**config.mk**
```make
export PLATFORM = sky130hd
export DESIGN_NAME = bram_arbiter
export DESIGN_NICKNAME = d
export VERILOG_FILES = /design/src/rtl/bram_arbiter.sv
export SDC_FILE = /design/constraint.sdc
export NUM_CORES = 1
export LEC_CHECK = 0
export ABC_AREA = 1
export BUFFER_PORTS_ARGS = -buffer_cell sky130_fd_sc_hd__buf_2
export CAP_MARGIN = 0
export CORE_MARGIN = 8
export CORE_UTILIZATION = 51
export CTS_BUF_LIST = sky130_fd_sc_hd__clkbuf_4 sky130_fd_sc_hd__clkbuf_8 sky130_fd_sc_hd__clkbuf_16
export CTS_CLUSTER_SIZE = 12
export DETAILED_ROUTE_END_ITERATION = 7
export GPL_ROUTABILITY_DRIVEN = 0
export PLACE_DENSITY_LB_ADDON = 0.12
export SLEW_MARGIN = 20
export SYNTH_ARGS = -nofsm -noshare
export SYNTH_HDL_FRONTEND = slang
export SYNTH_SLANG_ARGS = --single-unit
```
**constraint.sdc**
```tcl
create_clock -name clk -period 3.5 [get_ports clk]
set_clock_uncertainty 0.15 [all_clocks]
set_input_delay 0.7 -clock clk [delete_from_list [all_inputs] [get_ports clk]]
set_output_delay 0.7 -clock clk [all_outputs]
set_load 0.02 [all_outputs]
```
**src/rtl/bram_arbiter.sv**
```systemverilog
// bram_arbiter: two-port (instruction read-only, data read/write) arbiter in
// front of a single-ported BRAM with one-cycle registered read data.
// One transaction in flight at a time: IDLE -> ISSUE -> (WAIT) -> IDLE.
// Build option: define BRAM_ARB_RR_EN for round-robin tie-breaking;
// default build uses fixed priority with the data port winning ties.
module bram_arbiter (
    input  logic        clk,
    input  logic        rst,

    input  logic        i_req,
    input  logic [15:0] i_addr,
    output logic        i_gnt,
    output logic        i_rvalid,
    output logic [31:0] i_rdata,

    input  logic        d_req,
    input  logic        d_we,
    input  logic [15:0] d_addr,
    input  logic [31:0] d_wdata,
    output logic        d_gnt,
    output logic        d_rvalid,
    output logic [31:0] d_rdata,

    output logic        mem_rd_en,
    output logic        mem_wr_en,
    output logic [15:0] mem_addr,
    output logic [31:0] mem_wdata,
    input  logic [31:0] mem_rdata
);

    localparam int unsigned AW = 16;
    localparam int unsigned DW = 32;

    typedef enum logic [1:0] {
        IDLE  = 2'd0,
        ISSUE = 2'd1,
        WAIT  = 2'd2
    } state_t;

    state_t          state_q, state_d;
    logic            owner_q, owner_d;      // 1 = data port owns the transaction
    logic            we_q, we_d;
    logic            i_gnt_d, d_gnt_d;
    logic            i_rvalid_d, d_rvalid_d;
    logic [DW-1:0]   i_rdata_d, d_rdata_d;
    logic            mem_rd_en_d, mem_wr_en_d;
    logic [AW-1:0]   mem_addr_d;
    logic [DW-1:0]   mem_wdata_d;
    logic            sel_d_c;               // data port wins this IDLE sample

`ifdef BRAM_ARB_RR_EN
    logic            rr_d_q, rr_d_d;        // 1 = data port favoured on a tie
`endif

    // Tie-break between the two requesters
    always_comb begin
`ifdef BRAM_ARB_RR_EN
        sel_d_c = d_req & (~i_req | rr_d_q);
`else
        sel_d_c = d_req;
`endif
    end

    // Next-state and next-output logic
    always_comb begin
        state_d     = state_q;
        owner_d     = owner_q;
        we_d        = we_q;
        i_gnt_d     = 1'b0;
        d_gnt_d     = 1'b0;
        i_rvalid_d  = 1'b0;
        d_rvalid_d  = 1'b0;
        i_rdata_d   = i_rdata;
        d_rdata_d   = d_rdata;
        mem_rd_en_d = 1'b0;
        mem_wr_en_d = 1'b0;
        mem_addr_d  = mem_addr;
        mem_wdata_d = mem_wdata;
`ifdef BRAM_ARB_RR_EN
        rr_d_d      = rr_d_q;
`endif

        case (state_q)
            IDLE: begin
                if (i_req | d_req) begin
                    state_d     = ISSUE;
                    owner_d     = sel_d_c;
                    we_d        = sel_d_c & d_we;
                    mem_addr_d  = sel_d_c ? d_addr : i_addr;
                    mem_wdata_d = sel_d_c ? d_wdata : mem_wdata;
                    i_gnt_d     = ~sel_d_c;
                    d_gnt_d     = sel_d_c;
                    mem_wr_en_d = sel_d_c & d_we;
                    mem_rd_en_d = ~(sel_d_c & d_we);
`ifdef BRAM_ARB_RR_EN
                    rr_d_d      = ~sel_d_c;
`endif
                end
            end
            ISSUE: begin
                state_d = we_q ? IDLE : WAIT;
            end
            WAIT: begin
                state_d = IDLE;
                if (owner_q) begin
                    d_rdata_d  = mem_rdata;
                    d_rvalid_d = 1'b1;
                end else begin
                    i_rdata_d  = mem_rdata;
                    i_rvalid_d = 1'b1;
                end
            end
            default: begin
                state_d = IDLE;
            end
        endcase
    end

    // State and registered outputs
    always_ff @(posedge clk or negedge rst) begin
        if (!rst) begin
            state_q   <= IDLE;
            owner_q   <= 1'b0;
            we_q      <= 1'b0;
            i_gnt     <= 1'b0;
            d_gnt     <= 1'b0;
            i_rvalid  <= 1'b0;
            d_rvalid  <= 1'b0;
            i_rdata   <= '0;
            d_rdata   <= '0;
            mem_rd_en <= 1'b0;
            mem_wr_en <= 1'b0;
            mem_addr  <= '0;
            mem_wdata <= '0;
`ifdef BRAM_ARB_RR_EN
            rr_d_q    <= 1'b1;
`endif
        end else begin
            state_q   <= state_d;
            owner_q   <= owner_d;
            we_q      <= we_d;
            i_gnt     <= i_gnt_d;
            d_gnt     <= d_gnt_d;
            i_rvalid  <= i_rvalid_d;
            d_rvalid  <= d_rvalid_d;
            i_rdata   <= i_rdata_d;
            d_rdata   <= d_rdata_d;
            mem_rd_en <= mem_rd_en_d;
            mem_wr_en <= mem_wr_en_d;
            mem_addr  <= mem_addr_d;
            mem_wdata <= mem_wdata_d;
`ifdef BRAM_ARB_RR_EN
            rr_d_q    <= rr_d_d;
`endif
        end
    end

endmodule
```
; ---- After elaboration in Yosys (flattened, before gate mapping)
; Index checks and enable logic that the tools add are counted.
[word_totals]
reg_bits = 122
output_inout_bits = 118
elab_cells = 42
[op_classes]
eq_ne = 3
mux = 16
bitwise = 5
n_reduce_logical = 5
[ops]
columns = operator, n
row1 = $mux W16, 1
row2 = $mux W1, 12
row3 = $reduce_and A2 Y1, 3
row4 = $mux W2, 2
row5 = $pmux W2 S2, 1
row6 = $not A1 Y1, 3
row7 = $reduce_and A3 Y1, 1
row8 = $eq A2 B1 Y1 const B, 1
row9 = $eq A2 B2 Y1 const B, 1
row10 = $logic_not A2 Y1, 1
row11 = $ne A2 B2 Y1 const B, 1
row12 = $and A1 B1 Y1, 1
row13 = $or A1 B1 Y1, 1

; ---- Longest topological paths before layout
[logic_depth]
word_depth = 4
depth_mapped = 7
ltp_nobuf = 5

; ---- Worst setup path after synthesis
; OpenSTA, ideal clock, no wires.
[synth_path]
path_type = in2reg
from = input d_req
to = register mem_rd_en
t_arrival_ns = 1.315
setup_slack_ns = 1.898
stages = 6
cell_sequence = buf_4 -> inv_4 -> nand2_1 -> nand2_4 -> buf_2 -> a21oi_1
[synth_between]
elab_chain_len = 4
[synth_rtl]
columns = item, line
row1 = "start, declared", 16  ; input logic d_req,
row2 = $and A1 B1 Y1, 94  ; mem_rd_en_d = ~(sel_d_c & d_we);
row3 = $not A1 Y1, 94
row4 = $mux W1 (*), 85  ; if (i_req | d_req) begin
row5 = $mux W1 (*), 83  ; case (state_q)
row6 = named net mem_rd_en_d, 46  ; logic mem_rd_en_d, mem_wr_en_d;
row7 = "end signal, assigned", 148  ; mem_rd_en <= mem_rd_en_d;
row8 = "end, declared", 24  ; output logic mem_rd_en,
; Mark *: on every way through the listed nets, which the timed path passes. The rest lies on a longest branch.
; A chain may end at the register's enable or synchronous reset.

; ---- Worst setup path in the final report
[layout_path]
from = register state_q[1]
to = register mem_wdata[12]
[layout_between]
elab_chain_len = 2
[layout_rtl]
columns = item, line
row1 = "start, declared", 40  ; state_t state_q, state_d;
row2 = "start signal, assigned", 139  ; state_q <= state_d;
row3 = $logic_not A2 Y1, 83
row4 = $reduce_and A3 Y1 (no line), n/a
row5 = "end signal, assigned", 151  ; mem_wdata <= mem_wdata_d;
row6 = "end, declared", 27  ; output logic [31:0] mem_wdata,
; No other way between the ends.

==> results.txt <==
CP startpoint kind -> register
Hold Crit Class -> in2reg
max_cap viols -> 0
clock share of power -> 0.241
synthesized netlist cell count -> 567
die area -> 0.01314 mm²
register area -> 0.003053 mm²
Total Power Consumption -> 0.007015 W
vias in the first global route -> 4669
Seq pwr share -> 0.355
H-tree levels -> 4
Peak VDD IR -> 0.0004919 V
Layout Nets -> 877
Slew HR -> 0.5325
CP endpoint -> mem_wdata[12]$_DFFE_PN0P_
Area after DPL -> 0.006083 mm²
internal power -> 0.003991 W
crit-path max cell delay -> 0.62 ns
Req. time, crit path -> 3.75 ns
hold_buf cts -> 1
initial core utilization -> 0.5170
via count -> 4568
Switching Share -> 0.4310
mux share of post-synthesis cell area -> 0
R2R cell count -> 4
unrepaired setup endpoints after global routing -> no
total CTS buffers -> 17
drt pass-1 iters -> 5
worst-path cell chain -> nor2_8, nand2_2, nand2_1, nand2_1
worst slew pin tran -> 0.7005 ns
origin of the worst setup path -> state_q[1]$_DFFE_PN0P_
Comb pwr share -> 0.405
Yosys top cell by area -> dfrtp_1
die span in y -> 114.6 µm
Routed Antenna Nets -> 0
Worst R2R Setup Slack -> 1.33 ns
first-pass GRT wire length -> 22790 µm
TNS Setup -> 0 ns
Core Region -> 0.009594 mm²
Hold Path Depth -> 3
compound-gate portion of the synthesized area -> 0.001009
Net Sw Power -> 0.003023 W
Final Cell Area -> 0.006680 mm²
Yosys Warn Count -> 0
kind of critical path -> reg2reg
post-synth top area share -> 0.6155
Area contributors post-synth -> dfrtp_1, nand2_1, nand4_1
post-synthesis cell type count -> 20
Post-Route WL -> 14340 µm
largest family of logic cells by synthesized area -> simple AND/OR/NAND/NOR gates
clock root cell -> clkbuf_8
Filler Cell Count -> 803
endpoints failing hold -> 0
CTS tree -> done
Vias/cell -> 4.954
status -> finished, final reports clean
FMAX -> 0.4615 GHz
initial antenna violation count -> 0
worst r2r src -> state_q[1]$_DFFE_PN0P_
CTS max path bufs -> 2
Gates resized, CTS repair -> 0
starting DRC count in detailed routing -> 326
slowest cell on the critical path -> dfrtp_1
worst-path maximum fanout -> 34
layout cells sized above 1 -> 0.3359
die span in x -> 114.6 µm
post-route insts no fill -> 922
P&R area growth vs syn -> 34.69%
crit path capture type -> register
largest net degree at the start of global routing -> 88
sequential area share after synthesis -> 0.6155
Ant. Diodes -> 0
gr ovfl total -> 0
worst flop-to-flop path endpoint -> mem_wdata[12]$_DFFE_PN0P_
# IOs -> 219
Power Dens Cells -> 1050 mW/mm²
Avg Cell Area, Syn -> 8.747 µm²
Simple-Gate Fraction of Synth Area -> 0.3380
Yosys reg bits -> 122
Final period util -> 0.6191
Lkg Pwr -> 3.911 nW
std cell rows -> 36
GRT Overall Usage -> 0.2201
placed insts -> 889
Final min period -> 2.167 ns
Post-Synth Adder-Cell Area -> 0
drt wl/cell -> 15.55 µm
CP arrival -> 2.42 ns
Most common cell on crit path -> nand2_1
# DRC -> 0
Multi-input gate area -> 0.001682 mm²
postcts setup bufs -> 0
XOR/XNOR Fraction of Synth Area -> 0
syn_nets -> 668
Clock Latency Late Sink -> 0.51 ns
post-synth design cell area -> 0.004960 mm²
half-perimeter wire length after placement -> 10060 µm
fin. max-slew vios -> 0
# setup viols final -> 0
Port Buf Inserts -> 218
clock slew at reported path FFs -> 0.06 ns
CTS sink count -> 122
worst min-delay path by stage:
| stage | start | to |
|---|---|---|
| after floorplan | rst | d_gnt$_DFF_PN0_ |
| after global placement | we_q$_DFFE_PN0P_ | state_q[1]$_DFFE_PN0P_ |
| after detailed placement | we_q$_DFFE_PN0P_ | state_q[1]$_DFFE_PN0P_ |
| after CTS | mem_rdata[6] | d_rdata[6]$_DFFE_PN0P_ |
| after global routing | mem_rdata[0] | d_rdata[0]$_DFFE_PN0P_ |
| final | mem_rdata[25] | d_rdata[25]$_DFFE_PN0P_ |
metal layers:
metal / wire length (µm) / GRT usage / up-vias
met2: 7023 / 0.3603 / 194
met3: 1166 / 0.07173 / 16
met4: 192 / 0.08075 / 0
li1: - / - / 2207
met5: 0 / 0 / -
met1: 5958 / 0.2649 / 2151
placed cells by master, fill, tap and decap left out, drive strengths merged:
cell | netlist | final
nand4 | 32 | 32
clkinv | 0 | 4
dlygate4sd3 | 0 | 1
buf | 24 | 223
nor2 | 4 | 4
inv | 9 | 10
a21oi | 1 | 1
dfrtp | 122 | 122
nand2 | 329 | 329
bufinv | 0 | 2
nor3 | 2 | 2
nand3 | 34 | 34
clkinvlp | 0 | 6
clkbuf | 10 | 19
logic make-up after synthesis:
kind of cell	Yosys count
and+or+nand+nor	401
buffers and inverters	43
AOI/OAI and AO/OA	1
DFF	122
power by group through the flow:
stage	clock network, W	logic (W)	registers (W)
2_1_floorplan	0	0.00105	0.00324
3_3_place_gp	0	0.00280	0.00249
3_5_place_dp	0	0.00288	0.00248
4_1_cts	0.00171	0.00288	0.00248
5_1_grt	0.00178	0.00311	0.00256
6_report	0.00169	0.00284	0.00249
layout make-up:
cell class,count,area share
tap,133,0.02491
multi-input combinational,402,0.2517
timing repair buffer,224,0.1727
inverter,9,0.005806
sequential,122,0.4570
clock buffer,19,0.06612
clock inverter,13,0.02173
stage by stage:
step,utilization,hold WS (ns),setup WS [ns]
final,0.6963,0.2432,1.333
after global routing,0.6963,0.2392,1.148
after CTS,0.6963,0.2245,1.316
after detailed placement,0.6341,0.2852,1.331
after global placement,0.6341,0.2800,1.391
after floorplan,-,0.2544,1.898
worst max-delay path, delay by kind of cell (launching register included):
kind | cells | cell delay, ns
simple gates | 4 | 1.27
flops | 1 | 0.62
synth_stat cells:
library cell,count
nand2_2,2
buf_4,2
inv_2,1
nand3_1,32
clkbuf_1,10
nand2_1,326
dfrtp_1,122
inv_1,6
nand3_2,2
nand4_1,32
buf_1,1
nor2_1,2
nor2_8,1
buf_2,17
nor2_4,1
inv_4,2
nand2_4,1
buf_6,4
nor3_1,2
a21oi_1,1
sequential cells by signal, indices dropped and copies added (netlist names):
signal	flops
d_gnt	1
d_rdata	32
d_rvalid	1
i_gnt	1
i_rdata	32
i_rvalid	1
mem_addr	16
mem_rd_en	1
mem_wdata	32
mem_wr_en	1
owner_q	1
state_q	2
we_q	1
Note: power is estimated with default switching activity, not from simulation.
